--- src/rtl/tdm_demux4_if.sv ---
// Bus bundle for the 4-channel TDM demultiplexer: serial line in, channel slots and status out.
// TDM_SYNC_CHECK_EN adds the sync_err status line.
interface tdm_demux4_if #(
    parameter int unsigned WIDTH = 1
);
    logic             en;
    logic [WIDTH-1:0] w;
    logic             frame_sync;
    logic [WIDTH-1:0] a;
    logic [WIDTH-1:0] b;
    logic [WIDTH-1:0] c;
    logic [WIDTH-1:0] d;
    logic             s1;
    logic             s0;
    logic             locked;
    logic             frame_done;
`ifdef TDM_SYNC_CHECK_EN
    logic             sync_err;
`endif

    modport master (
        output en, w, frame_sync,
`ifdef TDM_SYNC_CHECK_EN
        input  sync_err,
`endif
        input  a, b, c, d, s1, s0, locked, frame_done
    );

    modport slave (
        input  en, w, frame_sync,
`ifdef TDM_SYNC_CHECK_EN
        output sync_err,
`endif
        output a, b, c, d, s1, s0, locked, frame_done
    );
endinterface

--- src/rtl/tdm_demux4.sv ---
// 4-channel TDM demultiplexer: steers serial samples into slots a..d, publishing whole frames atomically.
// Optional TDM_SYNC_CHECK_EN: sync_err reporting and drop to HUNT after three consecutive sync errors.
module tdm_demux4 #(
    parameter int unsigned WIDTH = 1
) (
    input  logic         clk,
    input  logic         rst,
    tdm_demux4_if.slave  bus
);
    typedef enum logic {HUNT = 1'b0, LOCKED = 1'b1} state_e;

    state_e           state_q, state_d;
    logic [1:0]       cnt_q, cnt_d;
    logic [WIDTH-1:0] sh0_q, sh0_d, sh1_q, sh1_d, sh2_q, sh2_d;
    logic [WIDTH-1:0] a_q, a_d, b_q, b_d, c_q, c_d, d_q, d_d;
    logic             frame_done_q, frame_done_d;
    logic             drop_c;

`ifdef TDM_SYNC_CHECK_EN
    logic [1:0] err_cnt_q, err_cnt_d;
    logic       sync_err_q, sync_err_d;
    logic       err_c;

    // Sync error: pulse where none is due, or missing pulse at slot 0.
    always_comb begin
        err_c  = (state_q == LOCKED) && bus.en &&
                 (bus.frame_sync ? (cnt_q != 2'd0) : (cnt_q == 2'd0));
        drop_c = err_c && (err_cnt_q == 2'd2);
    end
`else
    assign drop_c = 1'b0;
`endif

    // State register plus all datapath flops.
    always_ff @(posedge clk) begin
        if (rst) begin
            state_q      <= HUNT;
            cnt_q        <= 2'd0;
            sh0_q        <= '0;
            sh1_q        <= '0;
            sh2_q        <= '0;
            a_q          <= '0;
            b_q          <= '0;
            c_q          <= '0;
            d_q          <= '0;
            frame_done_q <= 1'b0;
`ifdef TDM_SYNC_CHECK_EN
            err_cnt_q    <= 2'd0;
            sync_err_q   <= 1'b0;
`endif
        end else begin
            state_q      <= state_d;
            cnt_q        <= cnt_d;
            sh0_q        <= sh0_d;
            sh1_q        <= sh1_d;
            sh2_q        <= sh2_d;
            a_q          <= a_d;
            b_q          <= b_d;
            c_q          <= c_d;
            d_q          <= d_d;
            frame_done_q <= frame_done_d;
`ifdef TDM_SYNC_CHECK_EN
            err_cnt_q    <= err_cnt_d;
            sync_err_q   <= sync_err_d;
`endif
        end
    end

    // Next-state logic.
    always_comb begin
        state_d = state_q;
        unique case (state_q)
            HUNT:    if (bus.en && bus.frame_sync) state_d = LOCKED;
            LOCKED:  if (drop_c)                   state_d = HUNT;
            default: state_d = HUNT;
        endcase
    end

    // Slot capture, frame publish and error tracking.
    always_comb begin
        cnt_d        = cnt_q;
        sh0_d        = sh0_q;
        sh1_d        = sh1_q;
        sh2_d        = sh2_q;
        a_d          = a_q;
        b_d          = b_q;
        c_d          = c_q;
        d_d          = d_q;
        frame_done_d = 1'b0;
`ifdef TDM_SYNC_CHECK_EN
        err_cnt_d    = err_cnt_q;
        sync_err_d   = err_c;
        if (err_c)
            err_cnt_d = drop_c ? 2'd0 : err_cnt_q + 2'd1;
        else if (bus.en && bus.frame_sync)
            err_cnt_d = 2'd0;
`endif
        if (bus.en) begin
            if (drop_c) begin
                cnt_d = 2'd0;
            end else if (bus.frame_sync) begin
                sh0_d = bus.w;
                cnt_d = 2'd1;
            end else if (state_q == LOCKED) begin
                cnt_d = cnt_q + 2'd1;
                unique case (cnt_q)
                    2'd0: sh0_d = bus.w;
                    2'd1: sh1_d = bus.w;
                    2'd2: sh2_d = bus.w;
                    default: begin
                        a_d          = sh0_q;
                        b_d          = sh1_q;
                        c_d          = sh2_q;
                        d_d          = bus.w;
                        frame_done_d = 1'b1;
                    end
                endcase
            end
        end
    end

    assign bus.a          = a_q;
    assign bus.b          = b_q;
    assign bus.c          = c_q;
    assign bus.d          = d_q;
    assign bus.s1         = cnt_q[1];
    assign bus.s0         = cnt_q[0];
    assign bus.locked     = (state_q == LOCKED);
    assign bus.frame_done = frame_done_q;
`ifdef TDM_SYNC_CHECK_EN
    assign bus.sync_err   = sync_err_q;
`endif
endmodule

--- src/flat_wrapper.sv ---
// flat-port wrapper written by rule: the top's interface ports become plain ports
module tdm_demux4_flat 
#(
    parameter int unsigned WIDTH = 1
)
  (clk, rst, bus_en, bus_w, bus_frame_sync, bus_a, bus_b, bus_c, bus_d, bus_s1, bus_s0, bus_locked, bus_frame_done);
  tdm_demux4_if #(.WIDTH(WIDTH)) bus_i ();
  input  logic clk;
  input  logic rst;
  input wire logic [$bits(bus_i.en)-1:0] bus_en;
  input wire logic [$bits(bus_i.w)-1:0] bus_w;
  input wire logic [$bits(bus_i.frame_sync)-1:0] bus_frame_sync;
  output wire logic [$bits(bus_i.a)-1:0] bus_a;
  output wire logic [$bits(bus_i.b)-1:0] bus_b;
  output wire logic [$bits(bus_i.c)-1:0] bus_c;
  output wire logic [$bits(bus_i.d)-1:0] bus_d;
  output wire logic [$bits(bus_i.s1)-1:0] bus_s1;
  output wire logic [$bits(bus_i.s0)-1:0] bus_s0;
  output wire logic [$bits(bus_i.locked)-1:0] bus_locked;
  output wire logic [$bits(bus_i.frame_done)-1:0] bus_frame_done;
  assign bus_i.en = bus_en;
  assign bus_i.w = bus_w;
  assign bus_i.frame_sync = bus_frame_sync;
  assign bus_a = bus_i.a;
  assign bus_b = bus_i.b;
  assign bus_c = bus_i.c;
  assign bus_d = bus_i.d;
  assign bus_s1 = bus_i.s1;
  assign bus_s0 = bus_i.s0;
  assign bus_locked = bus_i.locked;
  assign bus_frame_done = bus_i.frame_done;
  tdm_demux4 #(.WIDTH(WIDTH)) u_core (.clk(clk), .rst(rst), .bus(bus_i));
endmodule
--- config.mk ---
export PLATFORM = sky130hd
export DESIGN_NAME = tdm_demux4_flat
export DESIGN_NICKNAME = d
export VERILOG_FILES = /design/src/rtl/tdm_demux4_if.sv /design/src/rtl/tdm_demux4.sv /design/src/flat_wrapper.sv
export SDC_FILE = /design/constraint.sdc
export NUM_CORES = 1
export LEC_CHECK = 0
export BUFFER_PORTS_ARGS = -buffer_cell sky130_fd_sc_hd__buf_2
export CAP_MARGIN = 20
export CORE_AREA = 2 2 39 41
export CTS_BUF_LIST = sky130_fd_sc_hd__clkbuf_8
export CTS_CLUSTER_SIZE = 40
export DETAILED_ROUTE_END_ITERATION = 10
export DIE_AREA = 0 0 41 43
export PLACE_DENSITY = 0.66
export SLEW_MARGIN = 5
export SYNTH_ARGS = -nofsm -noshare
export SYNTH_HDL_FRONTEND = slang
export SYNTH_SLANG_ARGS = --single-unit
--- constraint.sdc ---
create_clock -name clk -period 2.7 [get_ports clk]
set_input_delay 0 -clock clk [delete_from_list [all_inputs] [get_ports clk]]
set_output_delay 0 -clock clk [all_outputs]
set_load 0.05 [all_outputs]
* Word-level counts from Yosys, hierarchy flattened
Cells that the tools add are included.
** Cells by class
- Add/subtract/negate cells :: 1
- Multiply operators :: 0
- Divide/modulo/power cells :: 0
- $lt $le $gt $ge :: 0
- Eq/ne operators :: 2
- Shift operators :: 0
- Multiplexer cells :: 8
- Bitwise operators :: 4
- Reductions and logical operators :: 11
** Operator list (count)
- AND reduction 4 bit :: 3
- two-way mux 1 bit :: 5
- two-way mux 2 bit :: 2
- NOT 1 bit :: 4
- nonzero test 2 bit :: 2
- OR reduction 4 bit :: 1
- AND reduction 3 bit :: 1
- OR reduction 3 bit :: 1
- adder 2 x 1 -> 2 bit (second input constant) :: 1
- == test 2 x 1 -> 1 bit (second input constant) :: 1
- == test 2 bit (second input constant) :: 1
- zero test 2 bit :: 1
- one-hot mux 1 bit (2 select lines) :: 1
- AND reduction 2 bit :: 1
- logical AND 1 bit :: 1
** Storage, ports and cells
- Register bits after elaboration :: 11
- Latch bits :: 0
- Memory bits (writable) :: 0
- Memory bits (read-only) :: 0
- Input port bits :: 5
- Output and inout port bits :: 8
- Logic and storage cells :: 36
- Memories :: 0

* Logic depth before layout (Yosys ltp)
- Depth in word-level cells :: 4
- Mapped depth :: 5
- Depth with buffers taken out :: 5

* Least setup slack after synthesis
Ideal clock, no wire load.
- Kind :: flip-flop to flip-flop
- Start :: register u_core.cnt_q[0]
- End :: register u_core.sh0_q
- Library setup time :: 71 ps
- Data arrival time :: 1578 ps
- Required time :: 2629 ps
- Setup slack :: 1051 ps
- Cell stages (with the launch flop) :: 6
- Path buffers :: 0
- Clock period less this slack :: 1649 ps
- Cells stage by stage :: dfxtp_1 > inv_1 > ha_1 > a21o_2 > a21bo_2 > a21oi_1
** On the way
- Cells in the longest elaborated chain, start to end :: 3
** RTL lines
- from (decl) :: line tdm_demux4.sv:13 : logic [1:0] cnt_q, cnt_d;
- from (signal assigned) :: line tdm_demux4.sv:53 : cnt_q <= cnt_d;
- zero test 2 bit :: line tdm_demux4.sv:106 : unique case (cnt_q)
- nonzero test 2 bit (no line)
- AND reduction 3 bit (no line)
- to (signal assigned) :: line tdm_demux4.sv:39 : sh0_q <= '0;
- to (signal assigned) :: line tdm_demux4.sv:54 : sh0_q <= sh0_d;
- to (decl) :: line tdm_demux4.sv:14 : logic [WIDTH-1:0] sh0_q, sh0_d, sh1_q, sh1_d, sh2_q, sh2_d;
No other way between the ends.
A chain may end at the register's enable or synchronous reset.

* Final worst setup path
Ends and elaborated chain as after synthesis.

==> metrics <==
min Tclk post-route=1.32 ns; synthesis-to-layout area growth=22.6%; Max H-tree Level=1; register bit total from synthesis=11; Cells after Synth=51; RSZ-0062 raised after global routing=no; post-synthesis simple-gate area fraction=16.2%; Placer Congestion=0.635; CTS tree=yes; area of the multi-input gates=245 um2; Core Box Area=1380 um2; cts repair resizes=0; vias in the first global route=375; top-level port count=13; die width=41 um; initial drt markers=7; TritonCTS Sinks=11; Setup Viol. Count Final=0; Register Area=220 um2; WL/cell=11.1 um; Yosys top cell area share=45.1%; startpoint class of the critical path=flop; number of detailed-route iterations in the first pass=3; Slew headroom=76.6%; later-pin clock latency in the skew report=0.24 ns; sequential fraction of the synthesis area=45.1%; Synth cell types=17; Cell Area, Synth=488 um2; top-count cell post-synth=dfxtp_1; fin worst setup slack=1.38 ns; clk buf depth=2; nets=75; Clock Pin Slew Worst Setup and Hold Paths=0.05 ns; status=completed; Slew @ Worst Pin=0.351 ns; pin count of the biggest net entering global routing=12; Async S/R FF share, synth=0%; final slew viol count=0; hold buffers post-CTS=0; Post-CTS Setup Inserts=0; Vias/cell=4.83; GR Overflow Total=0; kind of critical path=flop to flop; XOR/XNOR Fraction of Synth Area=0%; Post-synth EDFFs=0; multiplexer share of the synthesized area=0%; Critical Path RT=2.87 ns; aggregate global-route resource usage=12.8%; max_cap viols=0; Initial Util=35.3%; synth cell count leaders=dfxtp_1 (11), nand3_1 (7), a21oi_1 (6), ha_1 (4), nand2_1 (4); most used flip-flop cell after synthesis=dfxtp_1; layout cell share with drive strength beyond 1=32.3%; Power Dens Cells=603 nW/um2; initial antenna violation count=0; post-synthesis compound-gate area fraction=23.8%; antenna diode count=0; Clk Tree Root Cell=clkbuf_8; residual DRC count=0; CP endpoint kind=flop; Peak Freq=0.758 GHz; Syn Area/Cell=9.57 um2; final wirelength=901 um; hold_ws=0.0471 ns; dpl ws=1.37 ns; Setup Skew=0.00231 ns; Critical Path Fanout Max=5; largest family of logic cells by synthesized area=compound AO/OA/AOI/OAI gates; CTS Buf Count=3; fillers=140; cell taking the most area after synthesis=dfxtp_1; final hold violations=0; Yosys warning count=0; Lkg Pwr=0.263 nW; Mapped Nets=60; HP Class=input pin to flop; Arr. time, crit path=1.49 ns; input/output buffers=12; row cnt=14; Routed Antenna Nets=0; first-pass GRT wire length=1540 um; Chip Height=43 um; Tcrit/Tclk final=48.9%; VDD IR max=0.397 mV; setup_tns=0 ns; vias=391; top cells by area, synth=dfxtp_1 (45%), ha_1 (10%), nand3_1 (7.2%); die area=1760 um2; synthesized-area fraction occupied by adder cells=10.3%
## path summary, 6_finish.rpt
path                                     endpoint             from  depth (start not counted)  slack, ns
worst min-delay path            u_core.bus.locked   bus_frame_sync                          3       0.05
worst min register to register       u_core.bus.c     u_core.bus.c                          2       0.45
worst max register to register       u_core.sh0_q  u_core.cnt_q[0]                          5       1.38
worst max-delay path                 u_core.sh0_q  u_core.cnt_q[0]                          5       1.38
## kinds of logic after synthesis
family	Yosys count
DFF	11
AOI/OAI and AO/OA	16
and+or+nand+nor	16
buffers and inverters	4
adders and majority gates	4
## where the power goes
group	switching [mW]	total (mW)	internal, mW
combinational	0.0215	0.0319	0.0104
clock	0.0599	0.160	0.0996
sequential	0.00340	0.169	0.166
## layer usage
metal | part of all wire (%) | global-route usage, % | vias up | routed length, um
li1 | - | - | 205 | -
met2 | 48 | 20.0 | 12 | 431
met1 | 47 | 14.7 | 174 | 422
met4 | 0 | 2.00 | 0 | 0
met3 | 5.3 | 7.85 | 0 | 48
met5 | 0 | 0 | - | 0
## area by class of cell
class	count	share of cell area (%)
multi-input cells	36	41.0
flip-flops and latches	11	36.8
repair buffers	12	10.0
clock buffers	3	6.90
well taps	16	3.35
inverters	2	1.26
clock inverters	1	0.628
## metrics by stage
| stage | util (%) | cells | instance area [um2] | total power [mW] |
|---|---|---|---|---|
| final | 43.2 | 81 | 598 | 0.361 |
| after global routing | 43.2 | 81 | 598 | 0.374 |
| after CTS | 43.2 | 81 | 598 | 0.365 |
| after detailed placement | 40.0 | 77 | 553 | 0.205 |
| after global placement | 40.0 | 77 | 553 | 0.204 |
| after floorplan | - | 51 | 488 | 0.195 |
## registers in the layout, summed over array words and instances, names as in the netlist
| register | flops |
|---|---|
| u_core.sh2_q | 1 |
| u_core.bus.frame_done | 1 |
| u_core.bus.c | 1 |
| u_core.bus.b | 1 |
| u_core.bus.d | 1 |
| u_core.sh0_q | 1 |
| u_core.bus.a | 1 |
| u_core.bus.locked | 1 |
| u_core.cnt_q | 2 |
| u_core.sh1_q | 1 |
## cells in the final DEF (no fill, tap or decap), types with 2 or more instances in the layout
master	synthesis	layout
clkbuf_8	0	3
inv_1	2	3
dfxtp_1	11	11
a21o_2	2	2
nand3_1	7	7
a21oi_2	3	3
a21bo_1	2	2
nor2_1	3	3
buf_2	0	12
a21oi_1	6	6
nand2_1	4	4
ha_1	4	4
## critical path, cell delays in order (launching register included)
cell and delay (ns):
dfxtp_1 0.38, inv_1 0.11, ha_1 0.21, a21o_2 0.21
a21bo_2 0.20, a21oi_1 0.14
No activity file was read; power rests on OpenSTA's default activity.
